--- config.mk ---
export PLATFORM = sky130hd
export DESIGN_NAME = exc_irq_ctrl
export DESIGN_NICKNAME = d
export VERILOG_FILES = /design/src/rtl/exc_pkg.sv /design/src/rtl/prio_enc_lsb.sv /design/src/rtl/exc_irq_ctrl.sv
export SDC_FILE = /design/constraint.sdc
export NUM_CORES = 1
export LEC_CHECK = 0
export CORE_MARGIN = 5
export CORE_UTILIZATION = 50
export CTS_BUF_LIST = sky130_fd_sc_hd__clkbuf_8
export CTS_CLUSTER_DIAMETER = 40
export DETAILED_ROUTE_END_ITERATION = 10
export PLACE_DENSITY = 0.88
export SLEW_MARGIN = 0
export SYNTH_ARGS = -nofsm -noshare
export SYNTH_HDL_FRONTEND = slang
export SYNTH_HIERARCHICAL = 1
export SYNTH_SLANG_ARGS = --single-unit
--- constraint.sdc ---
create_clock -name clk -period 1.8 [get_ports clk]
set_input_delay 0.36 -clock clk [delete_from_list [all_inputs] [get_ports clk]]
set_output_delay 0.36 -clock clk [all_outputs]
set_load 0.1 [all_outputs]
--- src/rtl/exc_pkg.sv ---
// exc_pkg: shared state encoding and cause codes for the exception/interrupt sequencer
// Contents: state_e (IDLE, REQ, HANDLER), ESTAT_* cause codes, MAX_IRQ source limit.
package exc_pkg;
  typedef enum logic [1:0] {IDLE, REQ, HANDLER} state_e;
  localparam logic [3:0] ESTAT_NONE  = 4'b0000;
  localparam logic [3:0] ESTAT_INVOP = 4'b0010;
  localparam logic [3:0] ESTAT_IRQ   = 4'b1000;
  localparam int MAX_IRQ = 8;
endpackage

--- src/rtl/prio_enc_lsb.sv ---
// prio_enc_lsb: combinational priority encoder, lowest set index wins
// Ports: req (W request bits) -> valid (any set), idx (lowest set index).
module prio_enc_lsb #(
  parameter int W = 4
) (
  input  logic [W-1:0] req,
  output logic         valid,
  output logic [2:0]   idx
);
  always_comb begin
    valid = |req;
    idx = '0;
    for (int i = W - 1; i >= 0; i--) idx = req[i] ? 3'(i) : idx;
  end
endmodule

--- src/rtl/exc_irq_ctrl.sv ---
// exc_irq_ctrl: arbitrates invalid-opcode and edge-latched IRQ causes into the core's Exc/EStatus handshake
// Ports: clk, reset (async, active-low); irq_req, inv_op, ExcAck, ERet in;
//        Exc, EStatus, ExtIAck, pending, in_handler, timeout_err out.
// Optional: define EXC_TIMEOUT_EN to abandon a request after TIMEOUT cycles without ExcAck.
module exc_irq_ctrl
  import exc_pkg::*;
#(
  parameter int NUM_IRQ = 4,
  parameter int TIMEOUT = 64
) (
  input  logic               clk,
  input  logic               reset,
  input  logic [NUM_IRQ-1:0] irq_req,
  input  logic               inv_op,
  input  logic               ExcAck,
  input  logic               ERet,
  output logic               Exc,
  output logic [3:0]         EStatus,
  output logic [NUM_IRQ-1:0] ExtIAck,
  output logic [NUM_IRQ-1:0] pending,
  output logic               in_handler,
  output logic               timeout_err
);
  if (NUM_IRQ < 1 || NUM_IRQ > MAX_IRQ || TIMEOUT < 1) begin : g_bad_param
    $error("exc_irq_ctrl: unsupported NUM_IRQ or TIMEOUT");
  end
  state_e state_q, state_d;
  logic [3:0] cause_q, cause_d;
  logic exc_q, exc_d, in_handler_q, in_handler_d, armed_q;
  logic [NUM_IRQ-1:0] irq_prev_q, pending_q, pending_d, ack_q, ack_d, rise;
  logic pend_vld;
  logic [2:0] pend_idx;
`ifdef EXC_TIMEOUT_EN
  localparam int CW = $clog2(TIMEOUT + 1);
  logic [CW-1:0] cnt_q, cnt_d;
  logic terr_q, terr_d;
  assign timeout_err = terr_q;
`else
  assign timeout_err = 1'b0;
`endif
  prio_enc_lsb #(.W(NUM_IRQ)) u_prio (.req(pending_q), .valid(pend_vld), .idx(pend_idx));
  // The first sample after reset only seeds the history, so a line already high
  // when reset is released is not mistaken for a fresh edge.
  assign rise = irq_req & ~irq_prev_q & {NUM_IRQ{armed_q}};
  always_comb begin
    state_d = state_q;
    cause_d = cause_q;
    exc_d = exc_q;
    in_handler_d = in_handler_q;
    ack_d = '0;
`ifdef EXC_TIMEOUT_EN
    cnt_d = '0;
    terr_d = terr_q;
`endif
    case (state_q)
      IDLE: begin
        if (inv_op) begin
          state_d = REQ;
          cause_d = ESTAT_INVOP;
          exc_d = 1'b1;
        end else if (pend_vld) begin
          state_d = REQ;
          cause_d = ESTAT_IRQ | {1'b0, pend_idx};
          exc_d = 1'b1;
        end
      end
      REQ: begin
        if (ExcAck) begin
          state_d = HANDLER;
          exc_d = 1'b0;
          in_handler_d = 1'b1;
          ack_d = cause_q[3] ? NUM_IRQ'(1) << cause_q[2:0] : '0;
        end
`ifdef EXC_TIMEOUT_EN
        else if (cnt_q == CW'(TIMEOUT - 1)) begin
          state_d = IDLE;
          exc_d = 1'b0;
          cause_d = ESTAT_NONE;
          terr_d = 1'b1;
        end else cnt_d = cnt_q + 1'b1;
`endif
      end
      HANDLER: begin
        if (ERet) begin
          state_d = IDLE;
          cause_d = ESTAT_NONE;
          in_handler_d = 1'b0;
        end
      end
      default: state_d = IDLE;
    endcase
    // A new edge on the bit being acknowledged must survive the clear.
    pending_d = (pending_q & ~ack_d) | rise;
  end
  always_ff @(posedge clk or negedge reset) begin
    if (!reset) begin
      state_q <= IDLE;
      cause_q <= ESTAT_NONE;
      exc_q <= 1'b0;
      in_handler_q <= 1'b0;
      ack_q <= '0;
      pending_q <= '0;
      irq_prev_q <= '0;
      armed_q <= 1'b0;
`ifdef EXC_TIMEOUT_EN
      cnt_q <= '0;
      terr_q <= 1'b0;
`endif
    end else begin
      state_q <= state_d;
      cause_q <= cause_d;
      exc_q <= exc_d;
      in_handler_q <= in_handler_d;
      ack_q <= ack_d;
      pending_q <= pending_d;
      irq_prev_q <= irq_req;
      armed_q <= 1'b1;
`ifdef EXC_TIMEOUT_EN
      cnt_q <= cnt_d;
      terr_q <= terr_d;
`endif
    end
  end
  assign Exc = exc_q;
  assign EStatus = cause_q;
  assign ExtIAck = ack_q;
  assign pending = pending_q;
  assign in_handler = in_handler_q;
endmodule
==> flow_summary.ini, run 1 <==
[place]
pre_cts_ws_ps = 174
dpl.hpwl_mm = 1.48
routabilityCongestion = 0.782
dpl_cell_area_um2 = 1250
port_buffers = 22

[clock_network]
path_clk_slew_ps = 70
cts-root-buf = clkbuf_8
clkSinkCount = 21
cts_buffers = 3
postCtsSetupRepairBufs = 0
cts_tree = built
ctsHoldBuffers = 0
clockBufferDepth = 2
clkLatencyLatePin_ps = 260
cts-htree-levels = 1
cts_resized = 0

[worst_hold_path]
hp-class = in2async

[drt]
drc_errors = 0
antenna_left = 0
routedWlPerCell_um = 16.6
drt_iter0_markers = 9
drt-pass1-iter-count = 4
vias = 653
wl_mm = 1.96
vias_per_cell = 5.53

[power_and_ir_drop]
p_leak_nw = 0.578
power_density_nw_per_um2 = 1930
peakVddDrop_uv = 1090

[critical_path]
path_class = reg2reg
endpoint_kind = flop
arrival_ps = 1600
crit_fanout = 5
worstSetupStartpointType = flop
required_ps = 1950

[sta]
skew_ps = 2.76
maxSlewViolCount = 0
fin_crit_sh = 0.805
tns_ps = 0
setup_viol = 0
finalWorstSetupSlack_ps = 351
rsz0062_at_grt = no
holdWs_ps = 427
max_freq_mhz = 690
hold_viol = 0
min_period_ps = 1450

[yosys]
syn_avg_cell_area_um2 = 11.3
ys_ff_latch = 21
synth-compound-area-share = 0.141
yosys_warnings = 6
ys_seq_area_frac = 0.604
synth_fp_nets = 86
ys_types = 25
synth-simple-area-share = 0.191
yosys.area_share.adder = 0
synth_top_family_by_area = simple AND/OR/NAND/NOR gates
synthXorXnorAreaFrac = 0
netlist_instances = 77
synth_area_um2 = 870
muxShareOfSynthArea = 0

[floorplan]
die-area_um2 = 2670
core_area_um2 = 1690
io_pins = 24
start_util = 0.515
die_width_um = 51.7
rows = 15
dieHeight_um = 51.7

[cells_and_area]
area_growth_syn_to_layout_pct = 48.5
fin_nets = 111
drive_above_1_share = 0.267
fillCellCount = 98
final_common_cell = dfrtp_1
layout_common_cells = 17 x dfrtp_1, 14 x buf_12, 8 x clkdlybuf4s50_1
fin_area_um2 = 1290
num_antenna_cells = 0

[global_routing]
first_global_vias = 688
grt_use_total = 0.177
gr-total-overflow = 0
grt_pass1_wl_mm = 3.38
grt_max_degree = 22
grt_antenna_before_repair = 0

[status]
status = finished clean

[run]
cap_violations = 0
[metal layers]
layer | GRT usage | routed length (µm) | part of all wire | up-vias
met5 | 0 | 0 | 0 | -
met4 | 0.105 | 28 | 0.014 | 0
met3 | 0.0287 | 42 | 0.021 | 2
met2 | 0.261 | 1000 | 0.51 | 17
met1 | 0.245 | 887 | 0.45 | 320
li1 | - | - | - | 314
[cell usage after synthesis, drive strengths merged]
| cell | number | area (µm²) |
|---|---|---|
| a21oi | 3 | 18.8 |
| nand3b | 4 | 30.0 |
| a211o | 1 | 8.76 |
| a2bb2oi | 1 | 8.76 |
| nand2 | 4 | 15.0 |
| o22ai | 1 | 6.26 |
| a22o | 2 | 17.5 |
| nor4 | 2 | 33.8 |
| nor2 | 6 | 22.5 |
| nand4b | 1 | 8.76 |
| nor3 | 4 | 20.0 |
| or3b | 1 | 8.76 |
| inv | 5 | 18.8 |
| buf | 4 | 25.0 |
| dfrtp | 21 | 526 |
| nor4b | 1 | 15.0 |
| conb | 3 | 11.3 |
| a21o | 2 | 15.0 |
| a211oi | 1 | 7.51 |
| nand2b | 2 | 12.5 |
| o21ai | 8 | 40.0 |
[power by group]
part | total (mW) | switching [mW] | internal [mW]
Combinational | 1.35 | 0.858 | 0.493
Sequential | 0.837 | 0.244 | 0.593
Clock | 0.301 | 0.149 | 0.152
[path summary, 6_finish.rpt]
check	startpoint	end	slack, ps	cells after the start
max	pending[2]$_DFF_PN0_	EStatus[2]$_DFFE_PN0P_	350	5
min	reset	armed_q$_DFF_PN0_	430	2
max reg2reg	pending[2]$_DFF_PN0_	EStatus[2]$_DFFE_PN0P_	350	5
min reg2reg	irq_prev_q[2]$_DFF_PN0_	pending[2]$_DFF_PN0_	460	1
max in group asynchronous	reset	pending[1]$_DFF_PN0_	1150	2
min in group clk	irq_prev_q[2]$_DFF_PN0_	pending[2]$_DFF_PN0_	460	1
[cells by family after synthesis]
family	after synthesis
other	3
AOI/OAI and AO/OA	19
buffers and inverters	9
DFF	21
and+or+nand+nor	25
[per-stage QoR]
stage	instances	total power [mW]	util
CTS	118	2.49	0.764
detailed placement	114	2.20	0.738
floorplan	77	1.65	-
global placement	114	2.16	0.738
finish	118	2.49	0.764
global route	118	2.59	0.764
[area by class of cell]
class                      instances  area [µm²]  area share
clock inverter                     1        3.75     0.00291
inverter                           5        18.8      0.0145
clock buffer                       3        41.3      0.0320
multi-input combinational         47         300       0.233
sequential                        21         531       0.411
timing repair buffer              24         375       0.291
tap                               17        21.3      0.0165
[worst max-delay path, cell delays in order (launching register included)]
cell and delay, ps:
dfrtp_2 420, nor2_1 90, nand2_1 160, nor3_1 80, a211o_1 340, a22o_1 240
[flip-flops by register name, indices dropped and copies added (netlist names)]
name and flops:
state_q 2, EStatus 4, pending 4, in_handler 1, Exc 1, ExtIAck 4
armed_q 1, irq_prev_q 4
Power figures use the tool's default switching activity.
==> run 2: changes to the inputs <==
Settings changed: CORE_UTILIZATION 50 to 48, PLACE_DENSITY 0.88 to 0.85.
Clock period 1.8 ns to 1.5 ns, I/O delays scaled along.
==> run 2 against run 1 <==
  * Count of clock-buffer cells in the layout stayed put
  * Highest routed layer unchanged
  * Routed wire length is 2.4% lower
  * Largest power group unchanged
  * Combinational power is 25% higher
  * Global-route usage is 0.55 points lower
  * Worst setup slack worse by 230 ps
==> flow_summary.ini, run 2 (same netlist as run 1, synthesis figures left out) <==
[status]
status = finished clean

[cells_and_area]
fin_cells = 129
postLayoutCoreUtil = 0.779
fillCellCount = 116
fin_nets = 114
num_antenna_cells = 0
drive_above_1_share = 0.346
layout_common_cells = 14 x buf_12, 13 x dfrtp_1, 8 x clkdlybuf4s50_1, 6 x o21ai_0
final_common_cell = buf_12
area_growth_syn_to_layout_pct = 54.7

[clock_network]
cts_resized = 0
cts_tree = built
cts-htree-levels = 1
clockBufferDepth = 2
ctsHoldBuffers = 0
path_clk_slew_ps = 80
cts-root-buf = clkbuf_8
clkSinkCount = 21
cts_buffers = 3
postCtsSetupRepairBufs = 0
clkLatencyLatePin_ps = 260

[power_and_ir_drop]
power_mw = 3.06
peakVddDrop_uv = 1420
p_leak_nw = 0.582
power_density_nw_per_um2 = 2270

[place]
dp_cells = 125
pre_cts_ws_ps = -59.9
dpl.hpwl_mm = 1.43
routabilityCongestion = 0.789
port_buffers = 22

[floorplan]
die_width_um = 52.6
dieHeight_um = 52.6
rows = 15
start_util = 0.504
core_area_um2 = 1730
die-area_um2 = 2760
io_pins = 24

[critical_path]
crit_fanout = 5
r2r_cells = 5
worstSetupStartpointType = flop
path_class = reg2reg
required_ps = 1650
endpoint_kind = flop
arrival_ps = 1530

[drt]
drc_errors = 0
vias_per_cell = 5.22
vias = 674
drt-pass1-iter-count = 4
antenna_left = 0
routedWlPerCell_um = 14.8
drt_iter0_markers = 20
wl_mm = 1.91

[global_routing]
gr-total-overflow = 0
first_global_vias = 695
grt_antenna_before_repair = 0
grt_max_degree = 22
grt_use_total = 0.172
grt_pass1_wl_mm = 3.25

[sta]
rsz0062_at_grt = no
setup_viol = 0
fin_crit_sh = 0.919
holdWs_ps = 361
max_freq_mhz = 726
min_period_ps = 1380
skew_ps = 7.79
finalWorstSetupSlack_ps = 122
maxSlewViolCount = 0
hold_viol = 0

[run]
cap_violations = 0

[worst_hold_path]
hp-class = in2async
==> run 2: cell count changes in the layout (fill, tap and decap cells not counted), sizes merged <==
| cell | delta |
|---|---|
| buf | +3 |
| clkinvlp | +1 |
| inv | -1 |
==> run 2: area by class of cell <==
cell class	count	area (µm²)	area share
sequential	21	546	0.406
timing repair buffer	27	398	0.296
multi-input combinational	47	303	0.225
clock buffer	3	41.3	0.0307
tap	25	31.3	0.0233
inverter	5	18.8	0.0140
clock inverter	1	7.51	0.00558
==> run 2: final timing paths <==
kind / startpoint / to / slack, ps
min in group clk: irq_prev_q[2]$_DFF_PN0_ / pending[2]$_DFF_PN0_ / 450
setup reg to reg: pending[0]$_DFF_PN0_ / EStatus[2]$_DFFE_PN0P_ / 120
hold / removal: reset / irq_prev_q[1]$_DFF_PN0_ / 360
hold reg to reg: irq_prev_q[2]$_DFF_PN0_ / pending[2]$_DFF_PN0_ / 450
max in group asynchronous: reset / EStatus[0]$_DFFE_PN0P_ / 900
setup / recovery: pending[0]$_DFF_PN0_ / EStatus[2]$_DFFE_PN0P_ / 120
==> run 2: metal layers <==
layer	GRT usage	share of wire	vias up
met1	0.211	0.41	326
met3	0.0256	0.049	7
met4	0.132	0.038	0
met2	0.269	0.51	26
met5	0	0	-
li1	-	-	315
==> run 2: metrics by stage <==
| stage | instance area, µm² | setup TNS, ps |
|---|---|---|
| global route | 1350 | 0 |
| detailed placement | 1300 | -164 |
| global placement | 1300 | -56.2 |
| finish | 1350 | 0 |
| CTS | 1350 | 0 |
| floorplan | 892 | 0 |
==> run 2: power by group <==
part | internal, mW | total, mW | leakage, nW | switching (mW)
sequential | 0.737 | 0.998 | 0.242 | 0.262
combinational | 0.626 | 1.69 | 0.318 | 1.06
clock | 0.188 | 0.373 | 0.0217 | 0.185
==> run 2: worst max-delay path, cell delays in order, from the launching register on <==
cell and delay, ps:
dfrtp_4 470, nor2_1 60, nand2_1 130, nor3_1 70, a211o_1 290, a22o_1 250
